**config.mk**
```make
export PLATFORM = sky130hd
export DESIGN_NAME = m_pipe_ctrl_flat
export DESIGN_NICKNAME = d
export VERILOG_FILES = /design/src/rtl/m_pipe_ctrl_if.sv /design/src/rtl/m_pipe_ctrl.sv /design/src/flat_wrapper.sv
export SDC_FILE = /design/constraint.sdc
export NUM_CORES = 1
export LEC_CHECK = 0
export ABC_AREA = 1
export CORE_ASPECT_RATIO = 0.75
export CORE_MARGIN = 2
export CORE_UTILIZATION = 50
export DETAILED_ROUTE_END_ITERATION = 8
export HOLD_SLACK_MARGIN = 0.15
export PLACE_DENSITY = 0.79
export SLEW_MARGIN = 5
export SYNTH_ARGS = -nofsm -noshare
export SYNTH_HDL_FRONTEND = slang
export SYNTH_SLANG_ARGS = --single-unit
```
**constraint.sdc**
```tcl
create_clock -name w_clk -period 2.85 [get_ports w_clk]
set_clock_uncertainty 0.05 [all_clocks]
set_input_delay 0.57 -clock w_clk [delete_from_list [all_inputs] [get_ports w_clk]]
set_output_delay 0.57 -clock w_clk [all_outputs]
set_load 0.03 [all_outputs]
```
**src/rtl/m_pipe_ctrl_if.sv**
```systemverilog
// m_pipe_ctrl_if -- signal bundle between the pipeline datapath and the
// pipeline controller.
//   master : the datapath. It drives the ID operand fields, the per-stage
//            destination/write/load flags and branch resolution. It receives
//            stall/bubble/flush and the operand forwarding selects.
//   slave  : the controller (m_pipe_ctrl). It has the reverse directions.
interface m_pipe_ctrl_if;
  logic [4:0] w_id_rs;
  logic [4:0] w_id_rt;
  logic       w_id_use_rt;
  logic       w_id_halt;
  logic [4:0] w_idex_rd2;
  logic [4:0] w_exme_rd2;
  logic [4:0] w_mewb_rd2;
  logic       w_idex_w;
  logic       w_exme_w;
  logic       w_mewb_w;
  logic       w_idex_ld;
  logic       w_exme_ld;
  logic       w_ex_taken;
  logic       w_stall;
  logic       w_bubble;
  logic       w_flush;
  logic [1:0] w_fwd_rs;
  logic [1:0] w_fwd_rt;

  modport master (
    output w_id_rs, w_id_rt, w_id_use_rt, w_id_halt,
           w_idex_rd2, w_exme_rd2, w_mewb_rd2,
           w_idex_w, w_exme_w, w_mewb_w,
           w_idex_ld, w_exme_ld, w_ex_taken,
    input  w_stall, w_bubble, w_flush, w_fwd_rs, w_fwd_rt
  );

  modport slave (
    input  w_id_rs, w_id_rt, w_id_use_rt, w_id_halt,
           w_idex_rd2, w_exme_rd2, w_mewb_rd2,
           w_idex_w, w_exme_w, w_mewb_w,
           w_idex_ld, w_exme_ld, w_ex_taken,
    output w_stall, w_bubble, w_flush, w_fwd_rs, w_fwd_rt
  );
endinterface

```
**src/rtl/m_pipe_ctrl.sv**
```systemverilog
// m_pipe_ctrl -- hazard, forwarding and halt controller for a 5-stage core.
// It detects load-use hazards and stalls for them. It flushes the IF/ID
// stage on a taken branch and selects the forwarding paths for both ID
// operands. A HALT instruction drains the pipeline for DRAIN_CYC cycles
// before the core parks in HALTED.
// Ports:
//   w_clk   : rising-edge clock
//   w_rst_n : asynchronous active-low reset
//   ctrl    : m_pipe_ctrl_if.slave (stage fields in; stall/bubble/flush/fwd out)
//   r_halt  : core halted (registered)
//   r_cyc   : active-cycle counter, 32 bits, wraps
//   r_stl   : load-use stall counter, STL_W bits, saturating
// DRAIN_CYC must be in the range 1..7 because it is loaded into a 3-bit counter.
module m_pipe_ctrl #(
  parameter int DRAIN_CYC = 3,
  parameter int STL_W     = 16
) (
  input  logic             w_clk,
  input  logic             w_rst_n,
  m_pipe_ctrl_if.slave     ctrl,
  output logic             r_halt,
  output logic [31:0]      r_cyc,
  output logic [STL_W-1:0] r_stl
);

  typedef enum logic [1:0] {RUN, DRAIN, HALTED} state_t;

  state_t     state_reg, state_next;
  logic [2:0] r_dcnt, dcnt_next;
  logic       halt_next;
  logic       stall_c, bubble_c, flush_c;
  logic       hz;

  // A load in a later stage whose destination is a source of ID. Register 0
  // is excluded because writes to it are discarded.
  function automatic logic load_hz(input logic w, input logic ld, input logic [4:0] rd,
                                   input logic [4:0] rs, input logic [4:0] rt,
                                   input logic use_rt);
    return w & ld & (rd != 5'd0) & ((rd == rs) | (use_rt & (rd == rt)));
  endfunction

  // ExMe takes priority because it holds the younger result. A load in ExMe
  // has no data yet and cannot be forwarded from there.
  function automatic logic [1:0] fwd_sel(input logic [4:0] src,
                                         input logic exme_w, input logic exme_ld,
                                         input logic [4:0] exme_rd,
                                         input logic mewb_w, input logic [4:0] mewb_rd);
    if (exme_w && !exme_ld && exme_rd != 5'd0 && exme_rd == src)
      return 2'b01;
    else if (mewb_w && mewb_rd != 5'd0 && mewb_rd == src)
      return 2'b10;
    else
      return 2'b00;
  endfunction

  assign hz = load_hz(ctrl.w_idex_w, ctrl.w_idex_ld, ctrl.w_idex_rd2,
                      ctrl.w_id_rs, ctrl.w_id_rt, ctrl.w_id_use_rt)
            | load_hz(ctrl.w_exme_w, ctrl.w_exme_ld, ctrl.w_exme_rd2,
                      ctrl.w_id_rs, ctrl.w_id_rt, ctrl.w_id_use_rt);

  // Forwarding stays live in every state.
  assign ctrl.w_fwd_rs = fwd_sel(ctrl.w_id_rs, ctrl.w_exme_w, ctrl.w_exme_ld,
                                 ctrl.w_exme_rd2, ctrl.w_mewb_w, ctrl.w_mewb_rd2);
  assign ctrl.w_fwd_rt = ctrl.w_id_use_rt
                       ? fwd_sel(ctrl.w_id_rt, ctrl.w_exme_w, ctrl.w_exme_ld,
                                 ctrl.w_exme_rd2, ctrl.w_mewb_w, ctrl.w_mewb_rd2)
                       : 2'b00;

  // The pipeline controls are forced low while reset is held.
  assign ctrl.w_stall  = stall_c  & w_rst_n;
  assign ctrl.w_bubble = bubble_c & w_rst_n;
  assign ctrl.w_flush  = flush_c  & w_rst_n;

  always_comb begin
    state_next = state_reg;
    dcnt_next  = r_dcnt;
    halt_next  = r_halt;
    stall_c    = 1'b0;
    bubble_c   = 1'b0;
    flush_c    = 1'b0;
    case (state_reg)
      RUN: begin
        // A taken branch squashes everything younger, including a pending
        // hazard and any HALT still sitting in ID.
        if (ctrl.w_ex_taken) begin
          flush_c  = 1'b1;
          bubble_c = 1'b1;
        end else if (hz) begin
          stall_c  = 1'b1;
          bubble_c = 1'b1;
        end else if (ctrl.w_id_halt) begin
          state_next = DRAIN;
          dcnt_next  = 3'(DRAIN_CYC - 1);
        end
      end
      DRAIN: begin
        stall_c  = 1'b1;
        bubble_c = 1'b1;
        if (r_dcnt == 3'd0) begin
          state_next = HALTED;
          halt_next  = 1'b1;
        end else begin
          dcnt_next = r_dcnt - 3'd1;
        end
      end
      HALTED: begin
        stall_c  = 1'b1;
        bubble_c = 1'b1;
      end
      default: state_next = RUN;
    endcase
  end

  always_ff @(posedge w_clk or negedge w_rst_n) begin
    if (!w_rst_n) begin
      state_reg <= RUN;
      r_dcnt    <= 3'd0;
      r_halt    <= 1'b0;
      r_cyc     <= 32'd0;
      r_stl     <= '0;
    end else begin
      state_reg <= state_next;
      r_dcnt    <= dcnt_next;
      r_halt    <= halt_next;
      if (state_reg != HALTED)
        r_cyc <= r_cyc + 32'd1;
      // Only load-use stalls count. DRAIN/HALTED stalls are excluded.
      if (state_reg == RUN && stall_c && !flush_c && r_stl != {STL_W{1'b1}})
        r_stl <= r_stl + {{(STL_W-1){1'b0}}, 1'b1};
    end
  end

endmodule

```
**src/flat_wrapper.sv**
```systemverilog
// flat-port wrapper written by rule: the top's interface ports become plain ports
module m_pipe_ctrl_flat 
#(
  parameter int DRAIN_CYC = 3,
  parameter int STL_W     = 16
)
  (w_clk, w_rst_n, r_halt, r_cyc, r_stl, ctrl_w_id_rs, ctrl_w_id_rt, ctrl_w_id_use_rt, ctrl_w_id_halt, ctrl_w_idex_rd2, ctrl_w_exme_rd2, ctrl_w_mewb_rd2, ctrl_w_idex_w, ctrl_w_exme_w, ctrl_w_mewb_w, ctrl_w_idex_ld, ctrl_w_exme_ld, ctrl_w_ex_taken, ctrl_w_stall, ctrl_w_bubble, ctrl_w_flush, ctrl_w_fwd_rs, ctrl_w_fwd_rt);
  m_pipe_ctrl_if ctrl_i ();
  input  logic w_clk;
  input  logic w_rst_n;
  output logic r_halt;
  output logic [31:0] r_cyc;
  output logic [STL_W-1:0] r_stl;
  input wire logic [$bits(ctrl_i.w_id_rs)-1:0] ctrl_w_id_rs;
  input wire logic [$bits(ctrl_i.w_id_rt)-1:0] ctrl_w_id_rt;
  input wire logic [$bits(ctrl_i.w_id_use_rt)-1:0] ctrl_w_id_use_rt;
  input wire logic [$bits(ctrl_i.w_id_halt)-1:0] ctrl_w_id_halt;
  input wire logic [$bits(ctrl_i.w_idex_rd2)-1:0] ctrl_w_idex_rd2;
  input wire logic [$bits(ctrl_i.w_exme_rd2)-1:0] ctrl_w_exme_rd2;
  input wire logic [$bits(ctrl_i.w_mewb_rd2)-1:0] ctrl_w_mewb_rd2;
  input wire logic [$bits(ctrl_i.w_idex_w)-1:0] ctrl_w_idex_w;
  input wire logic [$bits(ctrl_i.w_exme_w)-1:0] ctrl_w_exme_w;
  input wire logic [$bits(ctrl_i.w_mewb_w)-1:0] ctrl_w_mewb_w;
  input wire logic [$bits(ctrl_i.w_idex_ld)-1:0] ctrl_w_idex_ld;
  input wire logic [$bits(ctrl_i.w_exme_ld)-1:0] ctrl_w_exme_ld;
  input wire logic [$bits(ctrl_i.w_ex_taken)-1:0] ctrl_w_ex_taken;
  output wire logic [$bits(ctrl_i.w_stall)-1:0] ctrl_w_stall;
  output wire logic [$bits(ctrl_i.w_bubble)-1:0] ctrl_w_bubble;
  output wire logic [$bits(ctrl_i.w_flush)-1:0] ctrl_w_flush;
  output wire logic [$bits(ctrl_i.w_fwd_rs)-1:0] ctrl_w_fwd_rs;
  output wire logic [$bits(ctrl_i.w_fwd_rt)-1:0] ctrl_w_fwd_rt;
  assign ctrl_i.w_id_rs = ctrl_w_id_rs;
  assign ctrl_i.w_id_rt = ctrl_w_id_rt;
  assign ctrl_i.w_id_use_rt = ctrl_w_id_use_rt;
  assign ctrl_i.w_id_halt = ctrl_w_id_halt;
  assign ctrl_i.w_idex_rd2 = ctrl_w_idex_rd2;
  assign ctrl_i.w_exme_rd2 = ctrl_w_exme_rd2;
  assign ctrl_i.w_mewb_rd2 = ctrl_w_mewb_rd2;
  assign ctrl_i.w_idex_w = ctrl_w_idex_w;
  assign ctrl_i.w_exme_w = ctrl_w_exme_w;
  assign ctrl_i.w_mewb_w = ctrl_w_mewb_w;
  assign ctrl_i.w_idex_ld = ctrl_w_idex_ld;
  assign ctrl_i.w_exme_ld = ctrl_w_exme_ld;
  assign ctrl_i.w_ex_taken = ctrl_w_ex_taken;
  assign ctrl_w_stall = ctrl_i.w_stall;
  assign ctrl_w_bubble = ctrl_i.w_bubble;
  assign ctrl_w_flush = ctrl_i.w_flush;
  assign ctrl_w_fwd_rs = ctrl_i.w_fwd_rs;
  assign ctrl_w_fwd_rt = ctrl_i.w_fwd_rt;
  m_pipe_ctrl #(.DRAIN_CYC(DRAIN_CYC), .STL_W(STL_W)) u_core (.w_clk(w_clk), .w_rst_n(w_rst_n), .ctrl(ctrl_i), .r_halt(r_halt), .r_cyc(r_cyc), .r_stl(r_stl));
endmodule
```
==> results.sh <==
export IMPL_status="complete, no violations"
export IMPL_start_kind="input pin"
export IMPL_synth_edf_count=0
export IMPL_top_regs="u_core.r_cyc: 32 flops, u_core.r_stl: 16 flops, u_core.r_dcnt: 3 flops"
export IMPL_cp_arrival_ns=2.06
export IMPL_postRouteAntennaNets=0
export IMPL_syn_nets=495
export IMPL_crit_chain="clkdlybuf4s50_1 > xnor2_1 > nand3_1 > nand2_1 > nand2_1 > nand2_2 > o21ai_0 > a21oi_1 > buf_4"
export IMPL_reg2reg_from="u_core.r_stl[0]"
export IMPL_timing_rr_end="u_core.r_stl[0]"
export IMPL_hpwl_um=6840
export IMPL_layout_common_cells="nand2_1, clkdlybuf4s50_1, inv_1"
export IMPL_grt_util_all_layers_pct=23.5
export IMPL_finish_utilization_pct=68.2
export IMPL_largest_register_ffs=32
export IMPL_placed_area_um2=4510
export IMPL_synthToLayoutAreaGrowth_pct=31.9
export IMPL_period_minus_slack_ns=2.68
export IMPL_cp_data_required_time_ns=2.23
export IMPL_path_max_fanout=3
export IMPL_timing_critical_path_buf_inv=2
export IMPL_layout_commonest_cell="nand2_1"
export IMPL_design_area_um2=4660
export IMPL_p_per_area_nw_per_um2=573
export IMPL_chipHeight_um=76.8
export IMPL_synth_distinct_cells=35
export IMPL_grt_pass1_wl_um=14800
export IMPL_synthFlopType="dfrtp_1"
export IMPL_die_w_um=101
export IMPL_end_kind="primary output"
export IMPL_timing_fmax_mhz=373
export IMPL_startpoint="ctrl_w_id_rs[2]"
export IMPL_drv_cap=0
export IMPL_critPathSlowestCell="clkdlybuf4s50_1"
export IMPL_cts_root_buffer="clkbuf_8"
export IMPL_relSlewSlack_pct=55.1
export IMPL_worstHoldPathType="in -> async"
export IMPL_ir_worst_vdd_uv=334
export IMPL_gp_congestion=0.871
export IMPL_dr_pass1_iters=4
export IMPL_grt_pass1_vias=3134
export IMPL_cts_max_level=2
export IMPL_ys_seq_area_share_pct=38.2
export IMPL_crit_family="buffers and inverters"
export IMPL_clk_latency_ns=0.32
export IMPL_tightest_slew_ns=0.674
export IMPL_cpPeakStageDelay_ns=0.57
export IMPL_wl_per_cell_um=13.9
export IMPL_cts_tree="done"
export IMPL_yosys_register_bits=54
export IMPL_vias=3255
export IMPL_synthCells=451
export IMPL_cts_hold_buf=0
export IMPL_cts_max_path_buffers=2
export IMPL_cts_resized=0
export IMPL_avgSynthCellArea_um2=7.83
export IMPL_p_leak_nw=2.33
export IMPL_r2r_slack_ns=0.44
export IMPL_setup_tns_ns=0
export IMPL_via_per_inst=5.16
export IMPL_yosys_warnings=0
export IMPL_diodes=0
export IMPL_rsz0062_at_grt="false"
export IMPL_nFillCells=574
export IMPL_finalWirelength_um=8770
export IMPL_setup_viol=0
export IMPL_grt_max_degree=55
export IMPL_path_depth=9
export IMPL_dieArea_um2=7760
export IMPL_cts_sinks=54
export IMPL_drt_iter0_drc=123
export IMPL_finalHoldViolations=0
export IMPL_drive_gt1_share_pct=6.95
export IMPL_io_pins=91
export IMPL_async_flop_share_pct=100
export IMPL_crit_type="in -> out"
export IMPL_core_area_um2=6830
export IMPL_maxSlewViolCount=0
export IMPL_path_common_cell="nand2_1"
export IMPL_endpoint="ctrl_w_bubble"
export IMPL_post_cts_setup_buffer_count=0
export IMPL_io_buffers=90
export IMPL_drcViolationCount=0
export IMPL_period_share_pct=94.0
export IMPL_nets=591
export IMPL_cts_clk_slew_worst_paths_ns=0.10
export IMPL_numCtsBuffers=5
export IMPL_start_util_pct=51.7
export IMPL_row_count=26
export IMPL_largest_register="u_core.r_cyc"
export IMPL_antenna_found_initial=0
export IMPL_gr_total_overflow=0
export IMPL_r2r_cells=9
export IMPL_netlist_area_um2=3530
Yosys cell counts, types with 2 or more instances:
cell	count	area (um^2)
o21ai_0	12	60.1
nor4_1	6	37.5
buf_6	2	22.5
nand2_1	115	432
nor3_1	12	60.1
a21oi_1	4	20.0
nor2_1	37	139
xnor2_1	20	175
nand3_2	2	20.0
nand4_1	25	156
xor2_1	44	385
dfrtp_1	54	1350
clkbuf_1	2	7.51
nand3b_1	2	15.0
nand2_2	3	18.8
ha_1	9	113
inv_1	61	229
or2_2	2	12.5
nand3_1	23	115
layout make-up:
type	count	area (um^2)	share of cell area, %
multi-input cells	329	1920	41.2
repair buffers	94	958	20.6
inverters	63	241	5.18
clock buffers	5	68.8	1.48
clock inverters	2	13.8	0.295
flip-flops and latches	54	1350	29.0
well taps	84	105	2.26
kinds of logic after synthesis:
| logic type | count (synthesis) | share of synthesized area, % |
|---|---|---|
| flops | 54 | 38.2 |
| compound gates | 21 | 3.51 |
| simple gates | 235 | 31.3 |
| buf+inv | 68 | 7.90 |
| xor+xnor | 64 | 15.9 |
| fa+ha+maj | 9 | 3.19 |
stage by stage:
step | std cells | hold WS [ns] | power [W] | worst slack [ns]
3_3_place_gp | 624 | 0.411 | 0.00221 | 0.106
4_1_cts | 631 | 0.403 | 0.00269 | 0.0308
5_1_grt | 631 | 0.438 | 0.00286 | 0.00777
6_report | 631 | 0.379 | 0.00267 | 0.170
3_5_place_dp | 624 | 0.404 | 0.00225 | 0.0367
2_1_floorplan | 451 | 0.224 | 0.00181 | 0.550
how the worst min path moves through the flow:
stage,start,endpoint,slack (ns),cells after the start
2_1_floorplan,w_rst_n,u_core.r_cyc[0],0.22,0
3_3_place_gp,u_core.r_halt,u_core.r_halt,0.41,2
3_5_place_dp,u_core.r_halt,u_core.r_halt,0.40,2
4_1_cts,w_rst_n,u_core.r_stl[10],0.40,2
5_1_grt,w_rst_n,u_core.r_stl[10],0.44,2
6_report,w_rst_n,u_core.r_stl[10],0.38,2
routing by layer:
layer / up-vias / GRT usage [%] / part of all wire (%)
li1: 1631 / - / -
met1: 1525 / 34.0 / 49
met2: 89 / 37.3 / 45
met3: 10 / 3.65 / 4.5
met4: 0 / 5.00 / 0.84
met5: - / 0 / 0
report_power, final:
group / internal (W) / switching [W] / leakage (nW)
sequential: 0.000882 / 0.000141 / 0.726
combinational: 0.000468 / 0.000751 / 1.56
clock: 0.000171 / 0.000258 / 0.0444
total: 0.00152 / 0.00115 / 2.33
No activity file was read; power rests on OpenSTA's default activity.
